**src/rtl/uart_pkg.sv**
```systemverilog
// -----------------------------------------------------------------------------
// uart_pkg
// Shared types and constants for the UART receive deframer.
//   state_t        : parser state encoding (also exported on the debug port)
//   SYNC_BYTE_DEF  : default frame start marker
//   CHK_W          : checksum width (8-bit wrapping sum)
//   idx_w()        : address width for a buffer of max_len entries (min 1)
// -----------------------------------------------------------------------------
package uart_pkg;

  localparam logic [7:0] SYNC_BYTE_DEF = 8'hA5;
  localparam int         CHK_W         = 8;

  typedef enum logic [2:0] {
    HUNT    = 3'd0,
    LEN     = 3'd1,
    PAYLOAD = 3'd2,
    CHK     = 3'd3,
    DRAIN   = 3'd4
  } state_t;

  // A one-entry buffer still needs a one-bit address.
  function automatic int idx_w(input int max_len);
    return (max_len > 1) ? $clog2(max_len) : 1;
  endfunction

endpackage

```
**src/rtl/uart_frame_buf.sv**
```systemverilog
// -----------------------------------------------------------------------------
// uart_frame_buf
// Payload byte RAM: synchronous write, asynchronous (combinational) read.
// Contents are not reset; the parser never reads an entry it has not written
// for the current frame.
// Ports:
//   clk_i      : clock
//   wr_en_i    : write strobe
//   wr_addr_i  : write address
//   wr_data_i  : write data
//   rd_addr_i  : read address
//   rd_data_o  : read data (combinational from rd_addr_i)
// -----------------------------------------------------------------------------
module uart_frame_buf #(
  parameter int AW = 4
) (
  input  logic          clk_i,
  input  logic          wr_en_i,
  input  logic [AW-1:0] wr_addr_i,
  input  logic [7:0]    wr_data_i,
  input  logic [AW-1:0] rd_addr_i,
  output logic [7:0]    rd_data_o
);

  localparam int DEPTH = 2 ** AW;

  logic [7:0] mem_q [DEPTH];

  always_ff @(posedge clk_i) begin
    if (wr_en_i) begin
      mem_q[wr_addr_i] <= wr_data_i;
    end
  end

  assign rd_data_o = mem_q[rd_addr_i];

endmodule

```
**src/rtl/uart_rx_deframer.sv**
```systemverilog
// -----------------------------------------------------------------------------
// uart_rx_deframer
// Parses frames of the form SYNC, LEN, LEN payload bytes, CHK from the byte
// strobes of a UART receiver. The payload is buffered and only released on
// the output stream after the checksum (LEN + payload, 8-bit wrapping) has
// matched. Bad, oversized (or, optionally, stalled) frames are dropped and
// flagged with frameErr.
//
// Optional feature: define UART_DEFRAMER_TIMEOUT_EN to abort a partial frame
// after TIMEOUT_CLKS idle cycles in LEN/PAYLOAD/CHK. Without it a partial
// frame waits indefinitely.
//
// Stream handshake: outValid/outByte/outLast hold steady until the cycle in
// which outValid & outReady are both high; that cycle transfers one byte.
//
// Ports:
//   iclk, irst   : clock, asynchronous active-high reset
//   rxDataValid  : one-cycle strobe, rxByte valid (no backpressure)
//   rxByte       : received byte
//   outValid     : payload byte available
//   outReady     : consumer ready
//   outByte      : payload byte (0 when outValid=0)
//   outLast      : final payload byte of the frame
//   frameOk      : one-cycle pulse, good frame accepted
//   frameErr     : one-cycle pulse, checksum/length/timeout error
//   rxOverrun    : one-cycle pulse, byte dropped while draining
//   dbgState     : current parser state (debug)
// -----------------------------------------------------------------------------
module uart_rx_deframer
  import uart_pkg::*;
#(
  parameter logic [7:0] SYNC_BYTE    = SYNC_BYTE_DEF,
  parameter int         MAX_LEN      = 16,
  parameter int         TIMEOUT_CLKS = 21700
) (
  input  logic       iclk,
  input  logic       irst,
  input  logic       rxDataValid,
  input  logic [7:0] rxByte,
  output logic       outValid,
  input  logic       outReady,
  output logic [7:0] outByte,
  output logic       outLast,
  output logic       frameOk,
  output logic       frameErr,
  output logic       rxOverrun,
  output state_t     dbgState
);

  localparam int                AW        = idx_w(MAX_LEN);
  // One extra index bit so a full buffer's count is representable.
  localparam int                IW        = AW + 1;
  localparam logic [IW-1:0]     IDX_ONE   = 1;
  localparam logic [8:0]        MAX_LEN_9 = 9'(MAX_LEN);

  state_t           state_q,  state_d;
  logic [7:0]       len_q,    len_d;
  logic [CHK_W-1:0] sum_q,    sum_d;
  logic [IW-1:0]    wr_idx_q, wr_idx_d;
  logic [IW-1:0]    rd_idx_q, rd_idx_d;
  logic             ok_q,     ok_d;
  logic             err_q,    err_d;
  logic             ovr_q,    ovr_d;

  logic             wr_en;
  logic [7:0]       rd_data;
  logic             wr_last;
  logic             rd_last;
  logic             tmo_hit;

  // Index compares done in 9 bits so len=255 and full-buffer counts never wrap.
  assign wr_last = ((9'(wr_idx_q) + 9'd1) == {1'b0, len_q});
  assign rd_last = ((9'(rd_idx_q) + 9'd1) == {1'b0, len_q});

  // ---------------------------------------------------------------------------
  // Optional inter-byte timeout
  // ---------------------------------------------------------------------------
`ifdef UART_DEFRAMER_TIMEOUT_EN
  localparam int TW = $clog2(TIMEOUT_CLKS + 1);

  logic [TW-1:0] tmo_q, tmo_d;
  logic          in_frame;

  assign in_frame = (state_q == LEN) || (state_q == PAYLOAD) || (state_q == CHK);

  // Counter restarts on every strobe and idles at zero outside a frame, so a
  // fresh frame always starts with a full timeout window.
  always_comb begin
    tmo_d   = '0;
    tmo_hit = 1'b0;
    if (in_frame && !rxDataValid) begin
      if (tmo_q == TW'(TIMEOUT_CLKS - 1)) begin
        tmo_hit = 1'b1;
      end else begin
        tmo_d = tmo_q + TW'(1);
      end
    end
  end

  always_ff @(posedge iclk or posedge irst) begin
    if (irst) begin
      tmo_q <= '0;
    end else begin
      tmo_q <= tmo_d;
    end
  end
`else
  logic [31:0] unused_timeout;

  assign unused_timeout = TIMEOUT_CLKS;
  assign tmo_hit        = 1'b0;
`endif

  // ---------------------------------------------------------------------------
  // Payload buffer
  // ---------------------------------------------------------------------------
  uart_frame_buf #(
    .AW(AW)
  ) u_buf (
    .clk_i    (iclk),
    .wr_en_i  (wr_en),
    .wr_addr_i(wr_idx_q[AW-1:0]),
    .wr_data_i(rxByte),
    .rd_addr_i(rd_idx_q[AW-1:0]),
    .rd_data_o(rd_data)
  );

  // ---------------------------------------------------------------------------
  // FSM: state register
  // ---------------------------------------------------------------------------
  always_ff @(posedge iclk or posedge irst) begin
    if (irst) begin
      state_q  <= HUNT;
      len_q    <= '0;
      sum_q    <= '0;
      wr_idx_q <= '0;
      rd_idx_q <= '0;
      ok_q     <= 1'b0;
      err_q    <= 1'b0;
      ovr_q    <= 1'b0;
    end else begin
      state_q  <= state_d;
      len_q    <= len_d;
      sum_q    <= sum_d;
      wr_idx_q <= wr_idx_d;
      rd_idx_q <= rd_idx_d;
      ok_q     <= ok_d;
      err_q    <= err_d;
      ovr_q    <= ovr_d;
    end
  end

  // ---------------------------------------------------------------------------
  // FSM: next state and datapath updates
  // ---------------------------------------------------------------------------
  always_comb begin
    state_d  = state_q;
    len_d    = len_q;
    sum_d    = sum_q;
    wr_idx_d = wr_idx_q;
    rd_idx_d = rd_idx_q;
    ok_d     = 1'b0;
    err_d    = 1'b0;
    ovr_d    = 1'b0;
    wr_en    = 1'b0;

    unique case (state_q)
      HUNT: begin
        if (rxDataValid && (rxByte == SYNC_BYTE)) begin
          state_d = LEN;
        end
      end

      LEN: begin
        if (rxDataValid) begin
          len_d    = rxByte;
          sum_d    = rxByte;
          wr_idx_d = '0;
          if (rxByte == 8'd0) begin
            state_d = CHK;
          end else if ({1'b0, rxByte} > MAX_LEN_9) begin
            err_d   = 1'b1;
            state_d = HUNT;
          end else begin
            state_d = PAYLOAD;
          end
        end
      end

      PAYLOAD: begin
        if (rxDataValid) begin
          wr_en    = 1'b1;
          sum_d    = sum_q + rxByte;
          wr_idx_d = wr_idx_q + IDX_ONE;
          if (wr_last) begin
            state_d = CHK;
          end
        end
      end

      CHK: begin
        if (rxDataValid) begin
          if (rxByte == sum_q) begin
            ok_d     = 1'b1;
            rd_idx_d = '0;
            state_d  = (len_q != 8'd0) ? DRAIN : HUNT;
          end else begin
            err_d   = 1'b1;
            state_d = HUNT;
          end
        end
      end

      DRAIN: begin
        // The input cannot be stalled, so anything arriving now is lost.
        if (rxDataValid) begin
          ovr_d = 1'b1;
        end
        if (outReady) begin
          if (rd_last) begin
            rd_idx_d = '0;
            state_d  = HUNT;
          end else begin
            rd_idx_d = rd_idx_q + IDX_ONE;
          end
        end
      end

      default: begin
        state_d = HUNT;
      end
    endcase

    // Only reachable with no strobe this cycle, so no byte is lost here.
    if (tmo_hit) begin
      err_d   = 1'b1;
      state_d = HUNT;
    end
  end

  // ---------------------------------------------------------------------------
  // FSM: outputs
  // ---------------------------------------------------------------------------
  always_comb begin
    outValid = (state_q == DRAIN);
    outByte  = outValid ? rd_data : 8'h00;
    outLast  = outValid && rd_last;
    dbgState = state_q;
  end

  assign frameOk   = ok_q;
  assign frameErr  = err_q;
  assign rxOverrun = ovr_q;

endmodule
```
**config.mk**
```make
export PLATFORM = sky130hd
export DESIGN_NAME = uart_rx_deframer
export DESIGN_NICKNAME = d
export VERILOG_FILES = /design/src/rtl/uart_pkg.sv /design/src/rtl/uart_frame_buf.sv /design/src/rtl/uart_rx_deframer.sv
export SDC_FILE = /design/constraint.sdc
export NUM_CORES = 1
export LEC_CHECK = 0
export BUFFER_PORTS_ARGS = -buffer_cell sky130_fd_sc_hd__clkbuf_2
export CORE_ASPECT_RATIO = 1.25
export CORE_MARGIN = 2
export CORE_UTILIZATION = 55
export DETAILED_ROUTE_END_ITERATION = 6
export HOLD_SLACK_MARGIN = 0.08
export PLACE_DENSITY = 0.74
export SLEW_MARGIN = 20
export SYNTH_ARGS = -nofsm -noshare
export SYNTH_HDL_FRONTEND = slang
export SYNTH_SLANG_ARGS = --single-unit
```
**constraint.sdc**
```tcl
create_clock -name iclk -period 4.87 [get_ports iclk]
set_input_delay 0.487 -clock iclk [delete_from_list [all_inputs] [get_ports iclk]]
set_output_delay 0.487 -clock iclk [all_outputs]
set_load 0.005 [all_outputs]
```
# Word level (Yosys, flattened, before mapping)
# Memories as Yosys holds them, arrays and structs flattened.
# Index checks and enable logic that the tools add are counted.
# totals
register_bits	32
ramBits	128
n_memories	1
# memory_table
memory	words	width	read_ports	rd_clocked_by_memory_dff	wr	line_no	text
u_buf.mem_q	16	8	1	0	1	uart_frame_buf.sv:27	logic [7:0] mem_q [DEPTH];
# op_classes
add_sub_neg	5
order_cmp	1
eq_ne	16
n_mux	38
n_reduce_logical	11
# op_table
op	count
two-way mux 5 bit	6
two-way mux 3 bit	9
two-way mux 8 bit	3
case mux 5 bit (2 select lines)	2
== test 6 x 8 -> 1 bit	2
case mux 8 bit (2 select lines)	1
case mux 3 bit (5 select lines)	1
two-way mux 1 bit	13
adder 5 x 1 -> 6 bit (second input constant)	2
!= test 2 bit (second input constant)	6
adder 5 x 1 -> 5 bit (second input constant)	2
adder 8 bit	1
== test 8 bit	1
== test 8 bit (second input constant)	1
> comparator 8 x 5 -> 1 bit (second input constant)	1
logical NOT 8 bit	1
nonzero test 8 bit	1
AND reduction 7 bit	1
== test 3 x 2 -> 1 bit (second input constant)	2
two-way mux 2 bit	2
!= test 2 x 1 -> 1 bit (second input constant)	2
AND reduction 4 bit	1
nonzero test 2 bit	2
== test 3 x 1 -> 1 bit (second input constant)	1
6 further kinds	7

# Depth between registers and ports, before layout
# Gate-level depths: netlist of run 1.
# logic_depth
word_depth	5
ltp_mapped	8

# By module
# Synthesis of run 1 repeated with hierarchy kept, for this count alone.
# unflattened
cells_unflattened	450
area_unflattened_um2	7119.3
# modules_own_cells
module	instances	cells_per_inst	area_per_inst_um2
uart_frame_buf	1	221	4987.3
uart_rx_deframer	1	229	2132.0

# Worst setup path after synthesis of run 1
# Ideal clock, no wire load.
# synth_timing
path_type	reg-to-output
from	register rd_idx_q[2]
to	output outByte[0]
t_arrival_ns	1.863
required_ns	4.383
setup_slack_ns	2.520
stages_incl_launch_ff	6
n_path_buf	2
path_cell_list	dfrtp_1 > clkbuf_1 > buf_1 > mux4_2 > mux4_2 > and2_1
# synth_via
elab_chain_cells	2
# synth_lines
item	line_no	text
from (decl)	uart_rx_deframer.sv:60	logic [IW-1:0] rd_idx_q, rd_idx_d;
from (signal assigned)	uart_rx_deframer.sv:146	rd_idx_q <= rd_idx_d;
memory (16 x 8 bit)	n/a	
two-way mux 8 bit	uart_rx_deframer.sv:246	outByte = outValid ? rd_data : 8'h00;
to (decl)	uart_rx_deframer.sv:42	output logic [7:0] outByte,
# No other way between the ends.

# Worst setup path after layout of run 1
# layout_timing
from	register rd_idx_q[0]
to	output outLast
# layout_via
elab_chain_cells	3
# layout_lines
item	line_no	text
adder 5 x 1 -> 6 bit	uart_rx_deframer.sv:73	assign rd_last = ((9'(rd_idx_q) + 9'd1) == {1'b0, len_q});
== test 6 x 8 -> 1 bit	uart_rx_deframer.sv:73	
logical AND 1 bit	uart_rx_deframer.sv:247	outLast = outValid && rd_last;
to (decl)	uart_rx_deframer.sv:43	output logic outLast,
# No other way between the ends.

==> results of run 1 <==
[area by class of cell]
| cell class | count | area [µm²] |
|---|---|---|
| Clock buffer | 18 | 429.2 |
| Multi-Input combinational cell | 266 | 2429 |
| Inverter | 7 | 26.28 |
| Clock inverter | 14 | 155.1 |
| Sequential cell | 160 | 4646 |
| Tap cell | 168 | 210.2 |
| Fill cell | 908 | 4710 |
| Timing Repair Buffer | 32 | 172.7 |
[Yosys cell counts, types with 4 or more instances]
library cell and count:
buf_1 4, nor4_1 5, mux4_1 26, a32o_1 4, a211oi_1 4, buf_6 4
nor2_1 19, dfrtp_1 32, nand3_1 8, clkbuf_1 9, nand2_1 48, a21oi_1 10
inv_1 7, nor3_1 11, or4_1 4, edfxtp_1 128, ha_1 12, and2_1 11
o22ai_1 4, o21ai_0 23, xnor2_1 8, xor2_1 9, a21o_1 5, buf_2 5
mux2i_1 5, mux4_2 14
[cells by family (layout without fill, tap and decap cells)]
family                   Yosys count  count (layout)  share of synthesized area (%)
multiplexers                      45              45                          14.50
buffers and inverters             32              71                          2.283
adder cells (fa/ha/maj)           13              13                          2.352
AO/OA/AOI/OAI                     62              62                          5.501
XOR/XNOR                          17              17                          2.059
flip-flops                       160             160                          64.21
AND/OR/NAND/NOR                  129             129                          9.099
[registers in the layout, summed over array words and instances, names as in the netlist]
signal,count
frameOk,1
rd_idx_q,5
u_buf.mem_q,128
wr_idx_q,5
rxOverrun,1
dbgState,3
len_q,8
frameErr,1
sum_q,8
[power groups by stage]
| stage | clock (mW) | sequential (mW) | combinational, mW |
|---|---|---|---|
| 2_1_floorplan | 0 | 1.65 | 0.768 |
| 3_3_place_gp | 0 | 1.78 | 0.788 |
| 3_5_place_dp | 0 | 1.78 | 0.816 |
| 4_1_cts | 1.32 | 1.76 | 0.822 |
| 5_1_grt | 1.38 | 1.78 | 0.910 |
| 6_report | 1.31 | 1.76 | 0.817 |
[worst reg2reg max path: stages, from the launching register on]
cell       delay (ps)
dfrtp_2          1030
ha_1              400
xor2_1            150
nor4_1            220
o2111ai_1         180
or3_1             470
a32o_1            290
[path summary, 6_finish.rpt]
check | startpoint | end | slack, ps | cells after the start
setup / recovery | rd_idx_q[0] | outLast | 1250 | 7
hold / removal | irst | frameErr | 140 | 3
setup reg to reg | rd_idx_q[0] | rd_idx_q[2] | 2020 | 6
hold reg to reg | sum_q[0] | sum_q[0] | 490 | 2
max in group asynchronous | irst | rd_idx_q[0] | 4410 | 3
min in group iclk | rxDataValid | frameErr | 420 | 3
[routing by layer]
layer	wire [µm]	part of all wire, %
met3	847	5.7
met1	6217	42
met4	303	2.1
met5	0	0
met2	7396	50
[through the flow]
step	utilization, %	setup WS [ps]	power, mW	instances
2_1_floorplan	-	2520	2.420	458
3_5_place_dp	58.53	1681	2.599	633
6_report	63.14	1253	3.882	665
5_1_grt	63.14	989.3	4.068	665
4_1_cts	63.10	1212	3.901	665
3_3_place_gp	58.53	1752	2.566	633
==> reports/metrics.cfg, run 1 <==
[outcome]
run_status = finished clean

[timing]
fin_skew_ps = 7.953
worstMarginPinSlew_ps = 1085
hold_viol = 0
worst_slew_margin_rel_pct = 27.39
setup-tns-final_ps = 0
period_share_pct = 74.27
min_period_ps = 3617
rsz0062_at_grt = no
drv_slew = 0
setup_violations = 0
clock.fmax_ghz = 0.2765
holdWs_ps = 137.3

[placement]
portBuffers = 27
gp_congestion = 0.8288
dpl.hpwl_um = 9156
dpl_cell_area_um2 = 7478

[synth]
synth-seq-cells = 160
yosys-top-cells-area = edfxtp_1, dfrtp_1, mux4_1
syn-cell-area_um2 = 7233
yosysTopAreaCell = edfxtp_1
ys_seq_area_share_pct = 64.21
netlist_instances = 458
synth_edf_count = 128
yosysWarnings = 0
synth_cell_types = 54
yosys_most_used_dff = edfxtp_1
synthArstFlopShare_pct = 20.00
synth.avg_cell_area_um2 = 15.79
synth.top_cell.area_share_pct = 53.14
syn_nets = 483

[global_route]
grtUsageMet1_pct = 30.38
grt_max_degree = 39
grt.busiest_layer = met2
grt_pass1_vias = 4095
use_met3_pct = 5.437
gr-usage-met2_pct = 35.56
gr-usage-all-layers_pct = 22.33
overflow = 0
antenna_found_initial = 0
grt_first_pass_wirelength_um = 23160

[setup_path]
worstSetupPathType = reg2out
worstPathRequired_ps = 4380
worst_setup_path_start_kind = register
path_cells = ha_1 > xor2_1 > nor4_1 > o2111ai_1 > or3_1 > nor2_1 > clkbuf_2
arrival_ps = 3130
cp_max_fo = 37
cp_num_buf_inv = 1
crit_slowest_cell = dfrtp_2
crit_family = flip-flops
crit_path_end_kind = output port
critical-path-max-stage-delay_ps = 1030

[cells_and_area]
nets = 509
fin_area_um2 = 8068
layout_commonest_cell = edfxtp_1
antenna-diode-count = 0
layout_common_cells = edfxtp_1, nand2_1, dfrtp_1
drive_gt1_share_pct = 16.30
area_growth_pct = 11.54

[flow_run]
maxCapViolCount = 0

[clocking]
cts_sinks = 160
cts_resized = 0
cts_root_buf = clkbuf_16
worstSkewPairLatency_ps = 420
cts_buffers = 17
tritoncts = built
ctsHoldBuffers = 0
clk_pin_slew_ps = 60
post-cts-setup-buffers = 0
htreeDepth = 4
cts_max_path_buffers = 2

[power_and_ir_drop]
switching_share_pct = 28.85
sequentialPowerShare_pct = 45.3
powerDensity_nw_per_um2 = 481.1
p_int_mw = 2.762
vdd_drop_max_mv = 0.2165
clkPwrFrac_pct = 33.7
p_leak_nw = 2.861
comb_power_share_pct = 21.1
switching_power_mw = 1.120

[floorplan]
die-area_um2 = 14090
dieHeight_um = 132.2
core_um2 = 12780
fp-row-count = 46
die_x_um = 106.6
start_util_pct = 56.61
io_pins = 28

[routing]
wl_per_cell_um = 22.20
drt-total-wl_um = 14770
via_count = 4138
via_per_inst = 6.223
drtAntennaViolNets = 0
drc = 0
dr.pass1.iters = 5
drt_iter0_markers = 375

[hold_path]
hold_class = in2async

(Power assumes the default switching activity.)
==> inputs of run 2 (changes only) <==
==> constraint.sdc (replaced) <==
create_clock -name iclk -period 3.4 [get_ports iclk]
set_input_delay 0.34 -clock iclk [delete_from_list [all_inputs] [get_ports iclk]]
set_output_delay 0.34 -clock iclk [all_outputs]
set_load 0.005 [all_outputs]
==> reports/metrics.cfg, run 2 (synthesis results as in run 1) <==
[setup_path]
crit_path_end_kind = output port
critical-path-max-stage-delay_ps = 720  ; -310 ps
worst_setup_path_start_kind = register
worstSetupPathType = reg2out
crit_start = rd_idx_q[1]
crit_slowest_cell = dfrtp_1
worstPathRequired_ps = 3060  ; -1320 ps
path_cells = ha_1 > xor2_1 > nor4_1 > o2111ai_1 > or3_1 > nor2_1 > clkbuf_2
arrival_ps = 2780  ; -350 ps
r2r_start = rd_idx_q[1]
cp_max_fo = 11  ; -70%

[cells_and_area]
area_growth_pct = 15.08
top_register = u_buf.mem_q
top_regs = u_buf.mem_q: 128 flops, len_q: 8 flops, sum_q: 8 flops
antenna-diode-count = 0  ; unchanged
fin_area_um2 = 8324  ; +3.2%
nets = 535  ; +5.1%
layout_commonest_cell = edfxtp_1
largest_reg_flops = 128  ; unchanged
drive_gt1_share_pct = 20.27  ; +4.0 points
final_util_pct = 65.15  ; +2.0 points
layout_common_cells = edfxtp_1, nand2_1, dfrtp_1

[floorplan]
fp-row-count = 46  ; unchanged
core_um2 = 12780  ; unchanged
dieHeight_um = 132.2  ; unchanged
die_x_um = 106.6  ; unchanged
die-area_um2 = 14090  ; unchanged
io_pins = 28  ; unchanged
start_util_pct = 56.61  ; unchanged

[power_and_ir_drop]
vdd_drop_max_mv = 0.3903  ; +80%
powerDensity_nw_per_um2 = 700.2  ; +46%
p_leak_nw = 3.028  ; +5.8%

[placement]
gp_congestion = 0.8977  ; +8.3%
dpl_cell_area_um2 = 7679  ; +2.7%
portBuffers = 27  ; unchanged
dpl_worst_slack_ps = 714.7  ; -966.7 ps
dpl.hpwl_um = 10860  ; +19%

[timing]
clock.fmax_ghz = 0.3201
worstMarginPinSlew_ps = 843.5  ; -241.7 ps
fin_skew_ps = 9.794  ; +1.841 ps
hold_viol = 0  ; unchanged
rsz0062_at_grt = no
worst_slew_margin_rel_pct = 43.77  ; +16 points
setup_violations = 0  ; unchanged
period_share_pct = 91.88
drv_slew = 0  ; unchanged
fin_ws_ps = 276.1  ; -977.1 ps
setup-tns-final_ps = 0  ; unchanged
min_period_ps = 3124

[hold_path]
worstHoldStart = rxDataValid
hold_class = in2reg

[clocking]
cts_root_buf = clkbuf_16
clk_pin_slew_ps = 60  ; about the same
cts_max_path_buffers = 2  ; unchanged
htreeDepth = 4  ; unchanged
cts_buffers = 17  ; unchanged
cts_resized = 0  ; unchanged
post-cts-setup-buffers = 0  ; unchanged
tritoncts = built
ctsHoldBuffers = 1  ; +1
worstSkewPairLatency_ps = 420  ; about the same
cts_sinks = 160  ; unchanged

[routing]
drc = 0  ; unchanged
via_per_inst = 6.237  ; +0.24%
dr.pass1.iters = 5  ; unchanged
met3_length_um = 754  ; -11%
wl_per_cell_um = 24.00  ; +8.1%
via_count = 4310  ; +4.2%
met2_wirelength_um = 8946  ; +21%
drtAntennaViolNets = 0  ; unchanged
wl_met1_um = 6461  ; +3.9%
drt-total-wl_um = 16580  ; +12%
highest_layer = met4
drt_iter0_markers = 403  ; +7.5%

[global_route]
antenna_found_initial = 0  ; unchanged
grt_pass1_vias = 4388  ; +7.2%
gr-usage-all-layers_pct = 25.05  ; +2.7 points
grt_max_degree = 38  ; -2.6%
overflow = 0  ; unchanged
grt_first_pass_wirelength_um = 25610  ; +11%

[outcome]
run_status = finished clean

[flow_run]
maxCapViolCount = 0  ; unchanged

## run 2: area by class of cell
cell class / instances / area (µm²)
multi-input combinational: 266 / 2424
sequential: 160 / 4646
clock inverter: 14 / 206.4
timing repair buffer: 58 / 382.9
tap: 168 / 210.2
inverter: 7 / 26.28
fill: 913 / 4453
clock buffer: 18 / 429.2
## run 2: power by group
group | switching [mW] | leakage (nW) | total (mW) | internal (mW)
registers | 0.190 | 1.56 | 2.43 | 2.24
logic | 0.688 | 1.16 | 1.36 | 0.675
clock network | 0.787 | 0.304 | 2.03 | 1.24
## run 2: worst paths after layout
path                               end  slack (ps)  depth (start not counted)
hold / removal                frameErr         300                          3
setup / recovery               outLast         280                          7
setup reg to reg           rd_idx_q[2]         860                          6
max in group asynchronous  rd_idx_q[0]        2530                          4
min in group asynchronous  rd_idx_q[1]         550                          4
hold reg to reg               sum_q[0]         490                          2
## run 2: through the flow
stage | hold WS [ps] | power (mW) | std cells
5_1_grt | 323.8 | 6.077 | 691
3_5_place_dp | 440.0 | 3.822 | 658
3_3_place_gp | 426.9 | 3.773 | 658
2_1_floorplan | 438.9 | 3.467 | 458
4_1_cts | 285.4 | 5.853 | 691
6_report | 304.7 | 5.828 | 691
## run 2: worst max-delay path, delay by kind of cell, from the launching register on
family / cells / cell delay (ps)
xor gates and xnor gates: 1 / 150
and+or+nand+nor: 3 / 820
DFF: 1 / 720
buffers and inverters: 1 / 120
adders and majority gates: 1 / 360
AOI/OAI and AO/OA: 1 / 190
## run 2: layer usage
metal  vias up  track usage, %
met5         -               0
met3        29           4.103
li1       1917               -
met1      2220           31.64
met2       144           43.14
met4         0           10.10
==> inputs of run 3 (changes only) <==
--- a/config.mk
+++ b/config.mk
@@ -5,6 +5,7 @@
 export SDC_FILE = /design/constraint.sdc
 export NUM_CORES = 1
 export LEC_CHECK = 0
+export ABC_AREA = 1
 export BUFFER_PORTS_ARGS = -buffer_cell sky130_fd_sc_hd__clkbuf_2
 export CORE_ASPECT_RATIO = 1.25
 export CORE_MARGIN = 2
==> reports/metrics.cfg, run 3 <==
[timing]
fin_skew_ps = 7.748  ; -2.046 ps
worst_slew_margin_rel_pct = 34.07  ; -9.7 points
rsz0062_at_grt = no
hold_viol = 0  ; unchanged
min_period_ps = 2869  ; -254.9 ps
period_share_pct = 84.38  ; -7.5 points
worstMarginPinSlew_ps = 985.4  ; +141.9 ps
setup_violations = 0  ; unchanged
drv_slew = 0  ; unchanged
holdWs_ps = 236.4  ; -68.34 ps
fin_ws_ps = 531.0  ; +254.9 ps
clock.fmax_ghz = 0.3485  ; +8.9%
setup-tns-final_ps = 0  ; unchanged

[floorplan]
core_um2 = 12780  ; unchanged
dieHeight_um = 132.2  ; about the same
die_x_um = 106.6  ; about the same
start_util_pct = 56.62  ; about the same
io_pins = 28  ; unchanged
fp-row-count = 46  ; unchanged
die-area_um2 = 14090  ; about the same

[placement]
dpl_cell_area_um2 = 7576  ; -1.3%
dpl.hpwl_um = 11370  ; +4.7%
post-place-cells = 857  ; +30%
gp_congestion = 0.8798  ; -2.0%
portBuffers = 27  ; unchanged
dpl_worst_slack_ps = 742.0  ; +27.26 ps

[routing]
drt-total-wl_um = 17450  ; +5.2%
via_count = 5430  ; +26%
via_per_inst = 6.101  ; -2.2%
drtAntennaViolNets = 0  ; unchanged
dr.pass1.iters = 6  ; +1
drc = 0  ; unchanged
drt_iter0_markers = 493  ; +22%
wl_per_cell_um = 19.61  ; -18%

[synth]
yosys_most_used_dff = edfxtp_1
netlist_instances = 674  ; +47%
yosys-top-cells-area = edfxtp_1, dfrtp_1, nor2_1
synth-seq-cells = 160  ; unchanged
syn_nets = 699  ; +45%
syn-cell-area_um2 = 7234  ; about the same
yosysTopAreaCell = edfxtp_1
ys_top_cells_by_count = edfxtp_1, nor2_1, nand2_1, o21ai_0, inv_1
synth.avg_cell_area_um2 = 10.73  ; -32%
synth.top_cell.area_share_pct = 53.13  ; about the same
ys_seq_area_share_pct = 64.20  ; about the same
yosysWarnings = 0  ; unchanged
synthArstFlopShare_pct = 20.00  ; unchanged
synth_most_common_cell = edfxtp_1
synth_edf_count = 128  ; unchanged
synth_cell_types = 35  ; -35%

[setup_path]
reg2regPathDepth = 6  ; unchanged
worst_setup_path_start_kind = register
cp_max_fo = 69  ; +58
worstPathRequired_ps = 3060  ; about the same
arrival_ps = 2530  ; -250 ps
crit_path_end_kind = output port
worstSetupPathType = reg2out

[hold_path]
hold_class = in2reg
hold_depth = 3  ; unchanged

[clocking]
clk_pin_slew_ps = 60  ; about the same
worstSkewPairLatency_ps = 420  ; about the same
ctsHoldBuffers = 1  ; unchanged
htreeDepth = 4  ; unchanged
cts_resized = 0  ; unchanged
tritoncts = built
cts_buffers = 17  ; unchanged
cts_root_buf = clkbuf_16
post-cts-setup-buffers = 0  ; unchanged
cts_max_path_buffers = 2  ; unchanged
cts_sinks = 160  ; unchanged

[power_and_ir_drop]
p_leak_nw = 3.016  ; -0.39%
total_power_mw = 5.972  ; +2.5%
vdd_drop_max_mv = 0.4483  ; +15%
powerDensity_nw_per_um2 = 731.9  ; +4.5%

[cells_and_area]
area_growth_pct = 12.78
layout_commonest_cell = edfxtp_1
fill_cells = 1010  ; +11%
layout.cells.non_filler = 890  ; +29%
largest_reg_flops = 128  ; unchanged
drive_gt1_share_pct = 12.74  ; -7.5 points
layout_common_cells = edfxtp_1, nor2_1, nand2_1
top_regs = u_buf.mem_q: 128 flops, len_q: 8 flops, sum_q: 8 flops
fin_area_um2 = 8159  ; -2.0%
top_register = u_buf.mem_q
final_util_pct = 63.86  ; -1.3 points
nets = 734  ; +37%
antenna-diode-count = 0  ; unchanged

[global_route]
gr-usage-all-layers_pct = 26.42  ; +1.4 points
grt_pass1_vias = 5471  ; +25%
antenna_found_initial = 0  ; unchanged
grt_max_degree = 70  ; +84%
grt_first_pass_wirelength_um = 28210  ; +10%
overflow = 0  ; unchanged

[outcome]
run_status = finished clean

[flow_run]
maxCapViolCount = 0  ; unchanged

[run 3: changes by cell type in the layout (fill, tap and decap cells not counted), sizes merged, moves of 7 or more]
cell / change
nand2: +50
inv: +39
mux4: -40
o22ai: +13
o221ai: +20
o21ai: +58
a21oi: +14
nand3: +24
o211ai: +11
nor2: +92
nand4: +7
buf: -13
and2: -11
[run 3: final timing paths]
path	endpoint	from	slack, ps
worst max-delay path	outLast	rd_idx_q[0]	530
worst min-delay path	frameOk	rxDataValid	240
worst max register to register	u_buf.mem_q[0][1]	dbgState[1]	690
worst min register to register	len_q[7]	len_q[7]	480
max in group asynchronous	wr_idx_q[2]	irst	2160
min in group asynchronous	dbgState[2]	irst	540
[run 3: logic make-up (layout without fill, tap and decap cells)]
family	count (synthesis)	after routing	synth area share [%]
compound gates	161	161	13.06
xor+xnor	6	6	0.7264
fa+ha+maj	13	13	2.352
buf+inv	74	122	4.168
flops	160	160	64.20
simple gates	260	260	15.50
[run 3: where the power goes]
part | leakage [nW] | switching [mW] | internal (mW)
sequential | 1.56 | 0.140 | 2.27
clock | 0.282 | 0.754 | 1.08
combinational | 1.18 | 1.18 | 0.555
total | 3.02 | 2.07 | 3.90
[run 3: worst max-delay path, stage by stage (launching register included)]
cell and delay (ps):
dfrtp_2 350, buf_4 540, ha_1 330, inv_1 50, nand2_1 80, nand2_1 70, nand2_1 70, nand2_1 50
inv_1 50, nand2_1 40, nor2_1 110, nand3_2 120, nor2_1 110, clkbuf_2 110
[run 3: final cells by class]
| cell class | count | area, µm² | share of cell area (%) |
|---|---|---|---|
| clock buffer | 22 | 475.5 | 5.827 |
| clock inverter | 10 | 97.59 | 1.196 |
| inverter | 45 | 168.9 | 2.070 |
| multi-input combinational | 440 | 2288 | 28.05 |
| sequential | 160 | 4646 | 56.94 |
| tap | 168 | 210.2 | 2.576 |
| timing repair buffer | 45 | 272.8 | 3.343 |
[run 3: layer usage]
layer  global-route usage (%)  wire, µm  vias to the layer above
met2                    42.04      8568                      288
met5                        0         0                        -
met4                    13.20       745                        0
met1                    33.66      6659                     2598
li1                         -         -                     2486
met3                    6.723      1479                       58
